==> src/rtl/mem_port_arbiter.sv <==
// mem_port_arbiter: round-robin share of one fixed-latency memory port between I-cache and D-cache refill engines
module mem_port_arbiter #(
    parameter int ADDR_W  = 32,
    parameter int LINE_W  = 128,
    parameter int MEM_LAT = 5
) (
    input  logic              clk,
    input  logic              reset,
    input  logic              ic_req,
    input  logic [ADDR_W-1:0] ic_addr,
    input  logic              dc_req,
    input  logic              dc_we,
    input  logic [ADDR_W-1:0] dc_addr,
    input  logic [LINE_W-1:0] dc_wdata,
    output logic              ic_done,
    output logic              dc_done,
    output logic [LINE_W-1:0] rd_data,
    output logic              mem_req,
    output logic              mem_we,
    output logic [ADDR_W-1:0] mem_addr,
    output logic [LINE_W-1:0] mem_wdata,
    input  logic [LINE_W-1:0] mem_rdata,
    output logic              busy,
    output logic              grant_data
);
    typedef enum logic [1:0] {IDLE, ISSUE, WAIT, RESP} state_t;

    state_t     state, state_nx;
    logic       last_grant;
    logic [3:0] lat_cnt;
    logic       any_req;
    logic       pick_data;

    assign any_req   = ic_req | dc_req;
    // data wins when it is alone, or on a tie when instr was served last
    assign pick_data = dc_req & (~ic_req | ~last_grant);

    assign mem_req = state == ISSUE;
    assign busy    = state != IDLE;
    assign ic_done = (state == RESP) & ~grant_data;
    assign dc_done = (state == RESP) & grant_data;

    // state register
    always_ff @(posedge clk) begin
        if (reset)
            state <= IDLE;
        else
            state <= state_nx;
    end

    // next-state: leave WAIT on the cycle the latency counter reaches zero
    always_comb begin
        state_nx = state;
        case (state)
            IDLE:    state_nx = any_req ? ISSUE : IDLE;
            ISSUE:   state_nx = WAIT;
            WAIT:    state_nx = (lat_cnt == 4'd0) ? RESP : WAIT;
            RESP:    state_nx = IDLE;
            default: state_nx = IDLE;
        endcase
    end

    // latch winner command, count latency, capture read line, track last grant
    always_ff @(posedge clk) begin
        if (reset) begin
            grant_data <= 1'b0;
            last_grant <= 1'b0;
            mem_addr   <= '0;
            mem_we     <= 1'b0;
            mem_wdata  <= '0;
            rd_data    <= '0;
            lat_cnt    <= 4'd0;
        end else begin
            if (state == IDLE && any_req) begin
                grant_data <= pick_data;
                mem_addr   <= pick_data ? dc_addr : ic_addr;
                mem_we     <= pick_data & dc_we;
                mem_wdata  <= pick_data ? dc_wdata : '0;
            end
            if (state == ISSUE)
                lat_cnt <= 4'(MEM_LAT - 1);
            if (state == WAIT && lat_cnt != 4'd0)
                lat_cnt <= lat_cnt - 4'd1;
            if (state == WAIT && lat_cnt == 4'd0 && !mem_we)
                rd_data <= mem_rdata;
            if (state == RESP)
                last_grant <= grant_data;
        end
    end
endmodule

==> config.mk <==
export PLATFORM = sky130hd
export DESIGN_NAME = mem_port_arbiter
export DESIGN_NICKNAME = d
export VERILOG_FILES = /design/src/rtl/mem_port_arbiter.sv
export SDC_FILE = /design/constraint.sdc
export NUM_CORES = 1
export LEC_CHECK = 0
export ABC_AREA = 1
export CORE_AREA = 3 3 240 242
export CTS_BUF_LIST = sky130_fd_sc_hd__clkbuf_2
export DETAILED_ROUTE_END_ITERATION = 10
export DIE_AREA = 0 0 243 245
export GPL_TIMING_DRIVEN = 0
export PLACE_DENSITY = 0.44
export SLEW_MARGIN = 20
export SYNTH_ARGS = -nofsm -noshare
export SYNTH_HDL_FRONTEND = slang
export SYNTH_SLANG_ARGS = --single-unit
==> constraint.sdc <==
create_clock -name clk -period 4.2 [get_ports clk]
set_clock_uncertainty 0.05 [all_clocks]
set_input_delay 0.63 -clock clk [delete_from_list [all_inputs] [get_ports clk]]
set_output_delay 0.63 -clock clk [all_outputs]
set_load 0.005 [all_outputs]
# Word-level counts from Yosys, hierarchy flattened
# Index checks and enable logic that the tools add are counted.
[totals] ff_bits=297 input_bits=325 output_inout_bits=294 elab_cells=38
[op_classes] addsub=1 n_eq_ne=3 n_mux=7 bitwise_logic=9 reduce_logical=10
[op_table] operator="$mux W128" n=1
[op_table] operator="$mux W32" n=1
[op_table] operator="$mux W4" n=2
[op_table] operator="$pmux W2 S4" n=1
[op_table] operator="$and A1 B1 Y1" n=4
[op_table] operator="$eq A2 B2 Y1 const B" n=2
[op_table] operator="$logic_and A1 B1 Y1" n=4
[op_table] operator="$logic_not A4 Y1" n=1
[op_table] operator="$reduce_bool A2 Y1" n=2
[op_table] operator="$reduce_bool A4 Y1" n=1
[op_table] operator="$sub A4 B1 Y4 const B" n=1
[op_table] operator="$not A1 Y1" n=3
[op_table] operator="$eq A2 B1 Y1 const B" n=1
[op_table] operator="$logic_not A2 Y1" n=1
[op_table] operator="$mux W1" n=2
[op_table] operator="$or A1 B1 Y1" n=2
[op_table] operator="$logic_not A1 Y1" n=1

# Longest topological paths before layout
[depth] depth_word=4 mapped_depth=10 mapped_depth_nobuf=8

# Worst setup path before layout
# No wires, ideal clock.
[synth_timing] path_type="in2reg" start="input port ic_req" end="register mem_addr[10]" setup_ns=0.117 t_arrival_ns=1.334 required_time_ns=4.033 setup_slack_ns=2.699 cell_stages=7 n_path_buf=2 cell_sequence="nor2_1 nor2_1 buf_2 buf_4 nand2_1 a21oi_1 nor2_1"
[synth_via] elab_chain_cells=4 word_cells_on_any_way=6 cone_classes="mux (1); bitwise (4); reduce/logical (1)"
[synth_rtl] element="start, declared" line_no="9" source="input logic ic_req,"
[synth_rtl] element="$not A1 Y1" line_no="36" source="assign pick_data = dc_req & (~ic_req | ~last_grant);"
[synth_rtl] element="$or A1 B1 Y1" line_no="36"
[synth_rtl] element="$and A1 B1 Y1" line_no="36"
[synth_rtl] element="$mux W32" line_no="76" source="mem_addr <= pick_data ? dc_addr : ic_addr;"
[synth_rtl] element="end signal, assigned" line_no="76"
[synth_rtl] element="end, declared" line_no="20" source="output logic [ADDR_W-1:0] mem_addr,"
# Several ways; a longest one is shown, not always the timed one.
# A chain may end at the register's enable or synchronous reset.

# Worst setup path after layout
[layout_timing] start="register state[0]" end="output port ic_done"
[layout_via] elab_chain_cells=2
[layout_rtl] element="start, declared" line_no="28" source="state_t state, state_nx;"
[layout_rtl] element="start signal, assigned" line_no="48" source="state <= state_nx;"
[layout_rtl] element="$eq A2 B2 Y1" line_no="40" source="assign ic_done = (state == RESP) & ~grant_data;"
[layout_rtl] element="$and A1 B1 Y1" line_no="40"
[layout_rtl] element="end, declared" line_no="15" source="output logic ic_done,"
# Every way passes these cells.

==> flow_summary.ini <==
[routing]
wl_met2_um = 27560
num_vias = 13471
wirelength_um = 55820
wl_met1_um = 21630
postRouteAntennaNets = 0
via_per_inst = 3.977
routedWlPerCell_um = 16.48
wl_met3_um = 5293
routed.top_layer = met5
drc = 0
dr.pass1.iters = 5
drt-initial-drc-count = 408

[yosys]
yosys_register_bits = 297
ys_types = 19
syn_nets = 1979
yosysSeqAreaShare_pct = 51.54
netlist_instances = 1648
syn_area_um2 = 11540
syn-mean-instance-area_um2 = 7.000
yosys_warnings = 0

[critical_path]
start_kind = flop
crit_required_ps = 3520
cp_slowest_cell = clkdlybuf4s50_1
path_cells = ha_1 > inv_1 > nor2_1 > clkdlybuf4s50_1
critPathMaxFanout = 3
path_delay_family = buffers and inverters
critPathKind = flop to output port
cp-end-kind = output port
critPathMaxStageDelay_ps = 610
arrival_ps = 2270
cp_num_buf_inv = 2

[timing]
rsz0062_at_grt = false
post-route-period-util_pct = 70.17
fmaxAchievable_ghz = 0.3393
max_slew_margin_pct = 45.13
drv_slew = 0
setup_viol = 0
worstMarginPinSlew_ps = 823.1
setup_tns_ps = 0
timing_hold_violations_final = 0
fin_crit_ps = 2947

[final_layout]
multi_input_area_um2 = 4473
nets = 2903
syn2layout_area_growth_pct = 87.26
regArea_um2 = 5946
fillCellCount = 5868
drive_gt1_share_pct = 8.435
layout_commonest_cell = clkdlybuf4s50_1
mostFrequentLayoutCells = clkdlybuf4s50_1, nand2_1, nor2_1, dfxtp_1, dlygate4sd3_1

[min_path]
hold_path.class = input pin to flop

[global_routing]
grt_util_all_layers_pct = 18.14
antenna_found_initial = 10
grt_overflow = 0
grt_max_degree = 14
grt_pass1_vias = 13861
grt_first_pass_wirelength_um = 83380

[placement]
place_congestion = 0.8457
port_buffers = 617
hpwl_um = 43090

[pwr]
clockPowerShare_pct = 21.1
leakagePower_uw = 0.009359
intPower_uw = 6715
pwr-share-seq_pct = 36.3
switching_power_uw = 3971
power_uw = 10690
ir_worst_vdd_mv = 0.2469
powerDensity_nw_per_um2 = 494.7
combPwrFrac_pct = 42.6
netSwitchingFraction_pct = 37.16

[cts]
cts_buffers = 90
cts-root-buf = clkbuf_2
clock_sinks = 297
ctsHoldBuffers = 215
h-tree-depth = 3
cts.clk_slew.worst_paths_ps = 100
cts_setup_buffers = 0
cts_resized = 0
cts_tree = done
clk_latency_ps = 1020
cts_buffer_depth = 3

[run_status]
status = finished clean

[floorplan]
die_w_um = 243
die_y_um = 245
core_area_um2 = 55310
initial_core_util_pct = 20.86
core.rowCount = 86
ios = 619
dieArea_um2 = 59540

[run]
maxCapViolCount = 0
## power groups by stage
stage	logic (µW)	registers, µW	clock network (µW)
3_5_place_dp	4450	3950	0
2_1_floorplan	1910	3960	0
5_1_grt	5070	3970	2530
6_report	4550	3880	2250
3_3_place_gp	4430	3920	0
4_1_cts	4640	3890	2390
## layout make-up
class                           instances  share of cell area, %
Multi-Input combinational cell       1102                  20.71
Tap cell                              748                  4.332
Sequential cell                       297                  27.52
Antenna cell                            7                0.08109
Clock buffer                          134                  3.105
Timing Repair Buffer                  832                  38.55
Inverter                              148                  2.572
Clock inverter                         18                 0.5271
Buffer                                101                  2.601
## through the flow
step	instances	utilization [%]	area (µm²)	setup slack [ps]	hold slack [ps]
floorplan	1648	-	11540	2699	407.7
global placement	3013	33.72	18650	1718	401.7
detailed placement	3013	33.72	18650	1694	408.2
CTS	3380	39.03	21580	1009	0.1288
global route	3386	39.05	21600	876.1	-0.6113
finish	3387	39.06	21600	1253	174.8
## logic make-up (layout without fill, tap and decap cells)
group	count (synthesis)	in the layout	synth area share [%]
AO/OA/AOI/OAI	201	201	8.742
AND/OR/NAND/NOR	895	895	29.38
buffers and inverters	249	1233	9.685
flip-flops	297	297	51.54
adder cells (fa/ha/maj)	6	6	0.6507
other	0	7	0
## registers in the layout (all words and copies together), names as in the netlist
name,flops
mem_we,1
lat_cnt,4
mem_wdata,128
rd_data,128
grant_data,1
state,2
mem_addr,32
last_grant,1
## synth_stat cells
| master | count | share of area, % |
|---|---|---|
| inv_1 | 144 | 4.7 |
| nand4_2 | 1 | 0.11 |
| o21ai_0 | 34 | 1.5 |
| nor2_1 | 297 | 9.7 |
| nand3_1 | 7 | 0.30 |
| clkbuf_1 | 22 | 0.72 |
| buf_2 | 56 | 2.4 |
| nor2_4 | 1 | 0.098 |
| a21oi_1 | 166 | 7.2 |
| ha_1 | 6 | 0.65 |
| buf_1 | 6 | 0.20 |
| buf_4 | 4 | 0.26 |
| nor2_2 | 1 | 0.054 |
| dfxtp_1 | 297 | 52 |
| o21a_1 | 1 | 0.065 |
| buf_6 | 13 | 1.3 |
| nand2_2 | 1 | 0.054 |
| inv_2 | 4 | 0.13 |
| nand2_1 | 587 | 19 |
## worst paths after layout
| check | from | end | slack, ps | cells past startpoint |
|---|---|---|---|---|
| max | state[0] | ic_done | 1250 | 4 |
| min | dc_wdata[6] | mem_wdata[6] | 170 | 3 |
| max reg2reg | state[0] | mem_we | 1990 | 9 |
| min reg2reg | mem_wdata[10] | mem_wdata[10] | 420 | 2 |
## per-layer routing
metal,global-route usage [%],vias up
met1,19.46,5978
met3,7.778,101
met4,5.325,6
met2,32.42,505
met5,0,-
li1,-,6881
## worst reg2reg max path, cell delays in order, from the launching register on
cell and delay (ps):
dfxtp_1 360, inv_1 90, ha_1 210, inv_2 70, nor2_1 80, inv_2 90
clkbuf_1 490, nand2_1 100, a21oi_1 160, dlygate4sd3_1 550
Power figures use the tool's default switching activity.
